--- src/rtl/alu_pkg.sv ---
// Shared types and helpers for the PID datapath ALU: FSM state, mode-bit
// positions and the signed clamp used by both the add/sub and multiply paths.
package alu_pkg;

  typedef enum logic {
    IDLE = 1'b0,
    MUL  = 1'b1
  } state_t;

  localparam int unsigned MB_SAT      = 0;
  localparam int unsigned MB_MULT4    = 1;
  localparam int unsigned MB_MULT2    = 2;
  localparam int unsigned MB_SUB      = 3;
  localparam int unsigned MB_MULTIPLY = 4;
  localparam int unsigned MODE_W      = 5;

  typedef struct packed {
    logic signed [63:0] value;
    logic               ovf;
  } sat_t;

  // Clamp a sign-extended value to a signed field of 'width' bits.
  function automatic sat_t sat_signed(input logic signed [63:0] value,
                                      input int unsigned         width);
    logic signed [63:0] w_max;
    logic signed [63:0] w_min;
    sat_t               w_res;
    w_max       = (64'sd1 <<< (width - 1)) - 64'sd1;
    w_min       = -(64'sd1 <<< (width - 1));
    w_res.value = value;
    w_res.ovf   = 1'b0;
    if (value > w_max) begin
      w_res.value = w_max;
      w_res.ovf   = 1'b1;
    end else if (value < w_min) begin
      w_res.value = w_min;
      w_res.ovf   = 1'b1;
    end
    return w_res;
  endfunction

endpackage

--- src/rtl/alu_pipe_if.sv ---
// Request/response bundle between the operand-select muxes, the ALU and the
// accumulator register.
interface alu_pipe_if #(
  parameter int unsigned W = 16
);
  logic         start;
  logic [W-1:0] src1;
  logic [W-1:0] src0;
  logic         multiply;
  logic         sub;
  logic         mult2;
  logic         mult4;
  logic         saturate;
  logic         busy;
  logic         done;
  logic [W-1:0] dst;
  logic         ovf;

  modport master (
    output start, src1, src0, multiply, sub, mult2, mult4, saturate,
    input  busy, done, dst, ovf
  );

  modport slave (
    input  start, src1, src0, multiply, sub, mult2, mult4, saturate,
    output busy, done, dst, ovf
  );
endinterface

--- src/rtl/alu_seq_mult.sv ---
// Iterative sign-magnitude shift-add multiplier: one magnitude bit per clock,
// final signed product presented combinationally in the finishing cycle.
module alu_seq_mult
  import alu_pkg::*;
#(
  parameter int unsigned N = 15
) (
  input  logic                 clk,
  input  logic                 rst_n,
  input  logic                 i_load,
  input  logic [N-1:0]         i_a,
  input  logic [N-1:0]         i_b,
  output logic                 o_busy,
  output logic                 o_fin,
  output logic signed [2*N:0]  o_prod
);

  localparam int unsigned CW = $clog2(N + 1);

  state_t             r_state;
  state_t             w_state_nxt;
  logic [2*N-1:0]     r_mcand;
  logic [N-1:0]       r_mplier;
  logic [2*N-1:0]     r_acc;
  logic               r_sign;
  logic [CW-1:0]      r_count;
  logic               w_last;
  logic [N-1:0]       w_abs_a;
  logic [N-1:0]       w_abs_b;
  logic signed [2*N:0] w_mag;

  assign w_last = (r_count == CW'(N));

  always_ff @(posedge clk or negedge rst_n) begin
    if (!rst_n) r_state <= IDLE;
    else        r_state <= w_state_nxt;
  end

  always_comb begin
    w_state_nxt = r_state;
    case (r_state)
      IDLE:    if (i_load) w_state_nxt = MUL;
      MUL:     if (w_last) w_state_nxt = IDLE;
      default: w_state_nxt = IDLE;
    endcase
  end

  always_comb begin
    o_busy = (r_state == MUL);
    o_fin  = (r_state == MUL) && w_last;
  end

  // The most negative operand negates to 2^(N-1), which still fits N bits.
  always_comb begin
    w_abs_a = i_a[N-1] ? ((~i_a) + N'(1)) : i_a;
    w_abs_b = i_b[N-1] ? ((~i_b) + N'(1)) : i_b;
    w_mag   = {1'b0, r_acc};
    o_prod  = r_sign ? -w_mag : w_mag;
  end

  always_ff @(posedge clk or negedge rst_n) begin
    if (!rst_n) begin
      r_mcand  <= '0;
      r_mplier <= '0;
      r_acc    <= '0;
      r_sign   <= 1'b0;
      r_count  <= '0;
    end else if (r_state == IDLE && i_load) begin
      r_mcand  <= {{N{1'b0}}, w_abs_a};
      r_mplier <= w_abs_b;
      r_acc    <= '0;
      r_sign   <= i_a[N-1] ^ i_b[N-1];
      r_count  <= '0;
    end else if (r_state == MUL && !w_last) begin
      if (r_mplier[0]) r_acc <= r_acc + r_mcand;
      r_mcand  <= r_mcand << 1;
      r_mplier <= r_mplier >> 1;
      r_count  <= r_count + CW'(1);
    end
  end

endmodule

--- src/rtl/alu_pipe.sv ---
// PID datapath ALU: single-cycle scaled add/sub with optional clamp, and a
// multi-cycle fractional multiply; result and overflow flag are registered.
module alu_pipe
  import alu_pkg::*;
#(
  parameter int unsigned W        = 16,
  parameter int unsigned SAT_W    = 12,
  parameter int unsigned MUL_FRAC = 12,
  parameter int unsigned MSAT_W   = 15
) (
  input  logic       clk,
  input  logic       rst_n,
  alu_pipe_if.slave  bus
);

  logic [MODE_W-1:0]   w_mode;
  logic [W-1:0]        w_scaled0;
  logic [W-1:0]        w_addend;
  logic [W-1:0]        w_sum;
  sat_t                w_add_sat;
  sat_t                w_mul_sat;
  logic signed [2*W-2:0] w_prod;
  logic signed [2*W-2:0] w_shr;
  logic                w_busy;
  logic                w_fin;
  logic                w_accept;
  logic                w_add_go;
  logic                w_mul_go;
  logic                w_unused;

  logic [W-1:0]        r_dst;
  logic                r_done;
  logic                r_ovf;

  assign w_mode = {bus.multiply, bus.sub, bus.mult2, bus.mult4, bus.saturate};

  assign w_accept = bus.start && !w_busy;
  assign w_add_go = w_accept && !w_mode[MB_MULTIPLY];
  assign w_mul_go = w_accept &&  w_mode[MB_MULTIPLY];

  always_comb begin
    w_scaled0 = bus.src0;
    if (w_mode[MB_MULT2])      w_scaled0 = bus.src0 << 1;
    else if (w_mode[MB_MULT4]) w_scaled0 = bus.src0 << 2;

    w_addend  = w_mode[MB_SUB] ? ~w_scaled0 : w_scaled0;
    w_sum     = bus.src1 + w_addend + W'(w_mode[MB_SUB]);

    w_add_sat = sat_signed(64'(signed'(w_sum)), SAT_W);
    if (!w_mode[MB_SAT]) begin
      w_add_sat.value = 64'(signed'(w_sum));
      w_add_sat.ovf   = 1'b0;
    end

    w_shr     = w_prod >>> MUL_FRAC;
    w_mul_sat = sat_signed(64'(w_shr), MSAT_W);
  end

  alu_seq_mult #(
    .N (W - 1)
  ) u_mult (
    .clk    (clk),
    .rst_n  (rst_n),
    .i_load (w_mul_go),
    .i_a    (bus.src1[W-2:0]),
    .i_b    (w_scaled0[W-2:0]),
    .o_busy (w_busy),
    .o_fin  (w_fin),
    .o_prod (w_prod)
  );

  // Start is gated by busy, so an add can never collide with a multiply finish.
  always_ff @(posedge clk or negedge rst_n) begin
    if (!rst_n) begin
      r_dst  <= '0;
      r_ovf  <= 1'b0;
      r_done <= 1'b0;
    end else begin
      r_done <= 1'b0;
      if (w_add_go) begin
        r_dst  <= w_add_sat.value[W-1:0];
        r_ovf  <= w_add_sat.ovf;
        r_done <= 1'b1;
      end else if (w_fin) begin
        r_dst  <= w_mul_sat.value[W-1:0];
        r_ovf  <= w_mul_sat.ovf;
        r_done <= 1'b1;
      end
    end
  end

  assign w_unused = &{1'b0, w_add_sat.value[63:W], w_mul_sat.value[63:W]};

  assign bus.busy = w_busy;
  assign bus.done = r_done;
  assign bus.dst  = r_dst;
  assign bus.ovf  = r_ovf;

endmodule

--- src/flat_wrapper.sv ---
// flat-port wrapper written by rule: the top's interface ports become plain ports
module alu_pipe_flat import alu_pkg::*;
#(
  parameter int unsigned W        = 16,
  parameter int unsigned SAT_W    = 12,
  parameter int unsigned MUL_FRAC = 12,
  parameter int unsigned MSAT_W   = 15
)
  (clk, rst_n, bus_start, bus_src1, bus_src0, bus_multiply, bus_sub, bus_mult2, bus_mult4, bus_saturate, bus_busy, bus_done, bus_dst, bus_ovf);
  alu_pipe_if #(.W(W)) bus_i ();
  input  logic clk;
  input  logic rst_n;
  input wire logic [$bits(bus_i.start)-1:0] bus_start;
  input wire logic [$bits(bus_i.src1)-1:0] bus_src1;
  input wire logic [$bits(bus_i.src0)-1:0] bus_src0;
  input wire logic [$bits(bus_i.multiply)-1:0] bus_multiply;
  input wire logic [$bits(bus_i.sub)-1:0] bus_sub;
  input wire logic [$bits(bus_i.mult2)-1:0] bus_mult2;
  input wire logic [$bits(bus_i.mult4)-1:0] bus_mult4;
  input wire logic [$bits(bus_i.saturate)-1:0] bus_saturate;
  output wire logic [$bits(bus_i.busy)-1:0] bus_busy;
  output wire logic [$bits(bus_i.done)-1:0] bus_done;
  output wire logic [$bits(bus_i.dst)-1:0] bus_dst;
  output wire logic [$bits(bus_i.ovf)-1:0] bus_ovf;
  assign bus_i.start = bus_start;
  assign bus_i.src1 = bus_src1;
  assign bus_i.src0 = bus_src0;
  assign bus_i.multiply = bus_multiply;
  assign bus_i.sub = bus_sub;
  assign bus_i.mult2 = bus_mult2;
  assign bus_i.mult4 = bus_mult4;
  assign bus_i.saturate = bus_saturate;
  assign bus_busy = bus_i.busy;
  assign bus_done = bus_i.done;
  assign bus_dst = bus_i.dst;
  assign bus_ovf = bus_i.ovf;
  alu_pipe #(.W(W), .SAT_W(SAT_W), .MUL_FRAC(MUL_FRAC), .MSAT_W(MSAT_W)) u_core (.clk(clk), .rst_n(rst_n), .bus(bus_i));
endmodule
--- config.mk ---
export PLATFORM = sky130hd
export DESIGN_NAME = alu_pipe_flat
export DESIGN_NICKNAME = d
export VERILOG_FILES = /design/src/rtl/alu_pkg.sv /design/src/rtl/alu_pipe_if.sv /design/src/rtl/alu_seq_mult.sv /design/src/rtl/alu_pipe.sv /design/src/flat_wrapper.sv
export SDC_FILE = /design/constraint.sdc
export NUM_CORES = 1
export LEC_CHECK = 0
export ABC_AREA = 1
export CAP_MARGIN = 20
export CORE_MARGIN = 2
export CORE_UTILIZATION = 55
export CTS_CLUSTER_DIAMETER = 120
export CTS_CLUSTER_SIZE = 28
export DETAILED_ROUTE_END_ITERATION = 10
export PLACE_DENSITY = 0.74
export SYNTH_ARGS = -nofsm -noshare
export SYNTH_HDL_FRONTEND = slang
export SYNTH_HIERARCHICAL = 1
export SYNTH_SLANG_ARGS = --single-unit
--- constraint.sdc ---
create_clock -name clk -period 2.5 [get_ports clk]
set_input_delay 0.75 -clock clk [delete_from_list [all_inputs] [get_ports clk]]
set_output_delay 0.75 -clock clk [all_outputs]
set_load 0.02 [all_outputs]
* Yosys cells after proc, flatten, opt, wreduce, memory -nomap -nowiden
Cells that the tools add are included.
Word-level totals: flip-flop bits (word level) 99, input port bits 40
Operators by class: $add $sub $neg 7, $lt $le $gt $ge 4, eq/ne operators 1, mux-type cells 29, bitwise operators 5, reductions and logical operators 13
Operators with widths (number):
- $mux 30 | 5
- $mux 17 | 5
- $mux 16 | 5
- $mux 15 | 4
- $mux 31 | 1
- $neg 30->31 | 1
- $add 15x1->15 const B | 2
- $add 30x30->30 | 1
- $not 15->15 | 2
- $gt 19x15->1 const B | 1
- $lt 19x15->1 const B | 1
- $add 16x1->16 | 1
- $add 16x16->16 | 1
- $gt 16x12->1 const B | 1
- $lt 16x12->1 const B | 1
- $not 16->16 | 1
- $mux 4 | 2
- $logic_and 1x1->1 | 6
- $mux 1 | 6
- $reduce_bool 2->1 | 3
- $add 4x1->4 const B | 1
- $eq 4x4->1 const B | 1
- $logic_not 1->1 | 3
- $pmux 1 s2 | 1
- other kinds (3) | 3

* Depth between registers and ports, before layout
depth after elaboration 11, gate-level depth with buffers 28, mapped depth without buffers 27

* By module
Netlist, hierarchy kept.
By module, submodules not included:
- alu_seq_mult | times used 1, cells each 1099, area an instance 6980.4 um2
- alu_pipe | times used 1, cells each 436, area an instance 2575.0 um2

* Least setup slack after synthesis
Ideal clock, no wire load.
kind input -> register, start input bus_mult4, end register u_core.r_dst[4], in the netlist u_core/bus.dst[4], library setup time 66 ps, data arrival time 3819 ps, required time 2434 ps, setup slack -1385 ps, cell stages on the path 28, buffers on the path 2, path through buf_6 -> clkbuf_1 -> nand2_1 -> o211ai_1 -> o21ai_0 -> xor2_1 -> ha_1 -> nand2_1 -> inv_1 -> nand2_1 -> nor3_1 -> nand2_1 -> nand2_1 -> nand2_1 -> nand2_1 -> nand2_1 -> nor3_1 -> nand3_1 -> ha_1 -> nand2_1 -> inv_1 -> a21oi_1 -> o21ai_0 -> nand2_1 -> inv_1 -> nand2_2 -> nand2_1 -> nand2_1
Between the ends: cells in the longest elaborated chain, start to end 11, elaborated cells on any way between the ends 12, those cells by class add/sub (2); order compare (2); mux (7); bitwise (1)
RTL lines:
- start, declared | line flat_wrapper.sv:19 | input wire logic [$bits(bus_i.mult4)-1:0] bus_mult4;
- $mux 16 (*) | line alu_pipe.sv:44 | else if (w_mode[MB_MULT4]) w_scaled0 = bus.src0 << 2;
- $mux 16 (*) | line alu_pipe.sv:43 | if (w_mode[MB_MULT2]) w_scaled0 = bus.src0 << 1;
- net u_core.w_scaled0[11] | line alu_pipe.sv:17 | logic [W-1:0] w_scaled0;
- $not 16->16 | line alu_pipe.sv:46 | w_addend = w_mode[MB_SUB] ? ~w_scaled0 : w_scaled0;
- $mux 16 (*) | line alu_pipe.sv:46
- $add 16x16->16 (*) | line alu_pipe.sv:47 | w_sum = bus.src1 + w_addend + W'(w_mode[MB_SUB]);
- $add 16x1->16 (*) | line alu_pipe.sv:47
- $lt 16x12->1 | line alu_pkg.sv:35 | end else if (value < w_min) begin
- $mux 17 | line alu_pkg.sv:35
- $mux 17 (*) | line alu_pkg.sv:32 | if (value > w_max) begin
- $mux 17 (*) | line alu_pipe.sv:50 | if (!w_mode[MB_SAT]) begin
- $mux 16 (*) | line alu_pipe.sv:80 | if (w_add_go) begin
- end signal, assigned | line alu_pipe.sv:81 | r_dst <= w_add_sat.value[W-1:0];
- end signal, assigned | line alu_pipe.sv:85 | r_dst <= w_mul_sat.value[W-1:0];
- end, declared | line alu_pipe.sv:31 | logic [W-1:0] r_dst;
Mark *: on every way through the listed nets, which the timed path passes. The rest lies on a longest branch. A chain may end at the register's enable or synchronous reset.

* Final worst setup path
start input bus_mult4, end register u_core.r_dst[8], in the netlist u_core/bus.dst[8]
Between the ends: cells in the longest elaborated chain, start to end 11, elaborated cells on any way between the ends 12, those cells by class add/sub (2); order compare (2); mux (7); bitwise (1)
RTL lines (line):
- $mux 16 (*) | alu_pipe.sv:44
- $mux 16 (*) | alu_pipe.sv:43
- net u_core.w_scaled0[7] | alu_pipe.sv:17
- $not 16->16 | alu_pipe.sv:46
- $mux 16 (*) | alu_pipe.sv:46
- $add 16x16->16 (*) | alu_pipe.sv:47
- $add 16x1->16 (*) | alu_pipe.sv:47
- $lt 16x12->1 | alu_pkg.sv:35
- $mux 17 | alu_pkg.sv:35
- $mux 17 | alu_pkg.sv:32
- $mux 17 (*) | alu_pipe.sv:50
- $mux 16 (*) | alu_pipe.sv:80
Marked as above.

==> flow_summary.ini <==
[status]
outcome = finished, violations left
violations = setup timing

[power_and_ir_drop]
ir_drop_uv = 701
p_switching_mw = 6.58
p_seq_share_pct = 21.9
comb_power_share_pct = 66.0
internal_power_mw = 6.73
switching_share_pct = 49.4
p_leak_nw = 6.66
p_per_area_nw_per_um2 = 1070
power_frac_clock_pct = 12.1

[synthesis]
synth_cells = 1509
synth_fp_nets = 1600
syn_area_um2 = 9400
avgSynthCellArea_um2 = 6.23
yosysWarnings = 6

[timing]
fmax_mhz = 273
rsz0062_at_grt = true
tns_ps = -18010
hold_ws_ps = 370
min_period_over_period_pct = 147
fin_ws_ps = -1170
relSlewSlack_pct = 65.8
finalSetupViolCount = 17
skew_ps = 4.59
final-max-slew-violation-count = 0
worstMarginPinSlew_ps = 512
period_minus_slack_ps = 3670
final_hold_viol_count = 0

[clocking]
cts_htree_levels = 3
clkTransAtPathRegs_ps = 70
cts_tree = built
cts-buffers-inserted = 9
clk_latency_ps = 360
clock_sinks = 99
clockBufferDepth = 2
clock-root-buffer = clkbuf_16

[floorplanning]
die_y_um = 135
start_util_pct = 56.5
die-area_um2 = 18100
top_level_ports = 59
rows = 47
fp.dieW_um = 135
core-area_um2 = 16600

[critical_path]
crit_path_top_delay_cell = ha_2
r2r_start = u_core/u_mult/r_acc[0]$_DFFE_PN0P_
r2r_cells = 16
path_class = in2reg
critical_path.endpoint = u_core/bus.dst[8]$_DFFE_PN0P_
cp.arrival_ps = 3920
worstPathRequired_ps = 2750
setup.worst_path.start = bus_mult4
cp_slowest_stage_delay_ps = 350
reg2reg_slack_ps = -180
cpMostUsedCell = nand2_2
r2r_end = u_core/bus.dst[10]$_DFFE_PN0P_
crit_fanout = 8
cp-start-kind = input port
end_kind = flip-flop

[route]
drt_iter0_drc = 737
vias = 10700
first_pass_iters = 5
ant_nets = 0
via_per_inst = 5.48
detail_route.wl_per_cell_um = 16.0
wl_um = 31400
drc = 0

[place]
port_buffers = 58
gp_congestion = 0.937
placed_cells = 1900
pre_cts_ws_ps = -1760
dp_hpwl_um = 22300

[layout]
final_nets = 1825
fillers = 1299
multiInputGateArea_um2 = 6200
seqCellArea_um2 = 2480
antennaDiodeCount = 0
syn_to_final_growth_pct = 32.7
finalNonFillerCells = 1958
drive_above_1_share_pct = 21.4
final_util_pct = 74.9

[global_route]
grt_pass1_wl_um = 48800
grt_usage_pct = 33.8
grt_overflow = 0
antenna_found_initial = 0
grt_max_degree = 67
grt_pass1_vias = 10300

[job]
maxCapViolCount = 0

[worst_hold_path]
hp-class = in2async
metal layers:
metal / routed length (um) / vias up / share of wire, % / global-route usage, %
li1: - / 5231 / - / -
met1: 13100 / 4932 / 42 / 43.0
met2: 14900 / 473 / 47 / 57.8
met3: 2230 / 101 / 7.1 / 5.26
met4: 1180 / 0 / 3.8 / 12.9
met5: 0 / - / 0 / 0
final cells by class:
| type | instances | area share (%) |
|---|---|---|
| clock inverters | 6 | 0.903 |
| clock buffers | 9 | 1.81 |
| repair buffers | 251 | 18.1 |
| well taps | 220 | 2.21 |
| flip-flops and latches | 99 | 19.9 |
| multi-input cells | 1132 | 49.7 |
| inverters | 241 | 7.38 |
flip-flops by register name (all words and copies together) (netlist names):
register	cells
u_core/u_mult/o_busy	1
u_core/u_mult/r_mplier	15
u_core/u_mult/r_count	4
u_core/bus.ovf	1
u_core/bus.done	1
u_core/u_mult/r_sign	1
u_core/u_mult/r_acc	30
u_core/bus.dst	16
u_core/u_mult/r_mcand	30
placed cells by master, fill, tap and decap left out, types with 18 or more instances in the layout:
master	instances
a21oi_1	59
buf_4	172
clkdlybuf4s50_1	40
xor2_1	38
o211ai_1	18
nor2_1	118
dfrtp_1	99
o21ai_1	23
inv_1	219
nand3_1	67
inv_2	19
nand2_2	45
nand2_1	482
o21ai_0	64
ha_1	47
power groups by stage:
stage | clock (mW) | sequential (mW) | combinational, mW
final | 1.62 | 2.91 | 8.78
after CTS | 1.65 | 2.89 | 8.42
after global routing | 1.68 | 2.99 | 9.67
after floorplan | 0 | 2.93 | 5.22
after detailed placement | 0 | 2.90 | 8.12
after global placement | 0 | 2.88 | 7.94
critical path: cells and delay by family:
kind	cells	cell delay, ps
compound gates	4	360
fa+ha+maj	2	660
xor+xnor	1	250
simple gates	15	1270
buf+inv	6	590
what timing repair did:
action                                  4_1_cts  5_1_grt
cloned                                        6        0
setup buffers                                23       16
resized for setup                           107       60
pin swaps                                    61       46
hold buffers                                  0        0
endpoints found under the setup margin       26       21
through the flow:
step	cell area, um^2	total power, mW
after global routing	12500	14.3
after detailed placement	11300	11.0
after CTS	12200	13.0
final	12500	13.3
after floorplan	9470	8.16
after global placement	11300	10.8
worst min-delay path by stage:
stage / from / end / cells past startpoint / slack (ps)
floorplan: rst_n / u_core/bus.done$_DFF_PN0_ / 0 / 450
global placement: u_core/u_mult/r_mplier[13]$_DFFE_PN0P_ / u_core/u_mult/r_mplier[13]$_DFFE_PN0P_ / 2 / 460
detailed placement: u_core/u_mult/r_mplier[7]$_DFFE_PN0P_ / u_core/u_mult/r_mplier[7]$_DFFE_PN0P_ / 2 / 470
CTS: rst_n / u_core/u_mult/r_mplier[14]$_DFFE_PN0P_ / 2 / 360
global route: rst_n / u_core/u_mult/r_mplier[14]$_DFFE_PN0P_ / 2 / 380
finish: rst_n / u_core/u_mult/r_mplier[14]$_DFFE_PN0P_ / 2 / 370
(Power assumes the default switching activity.)
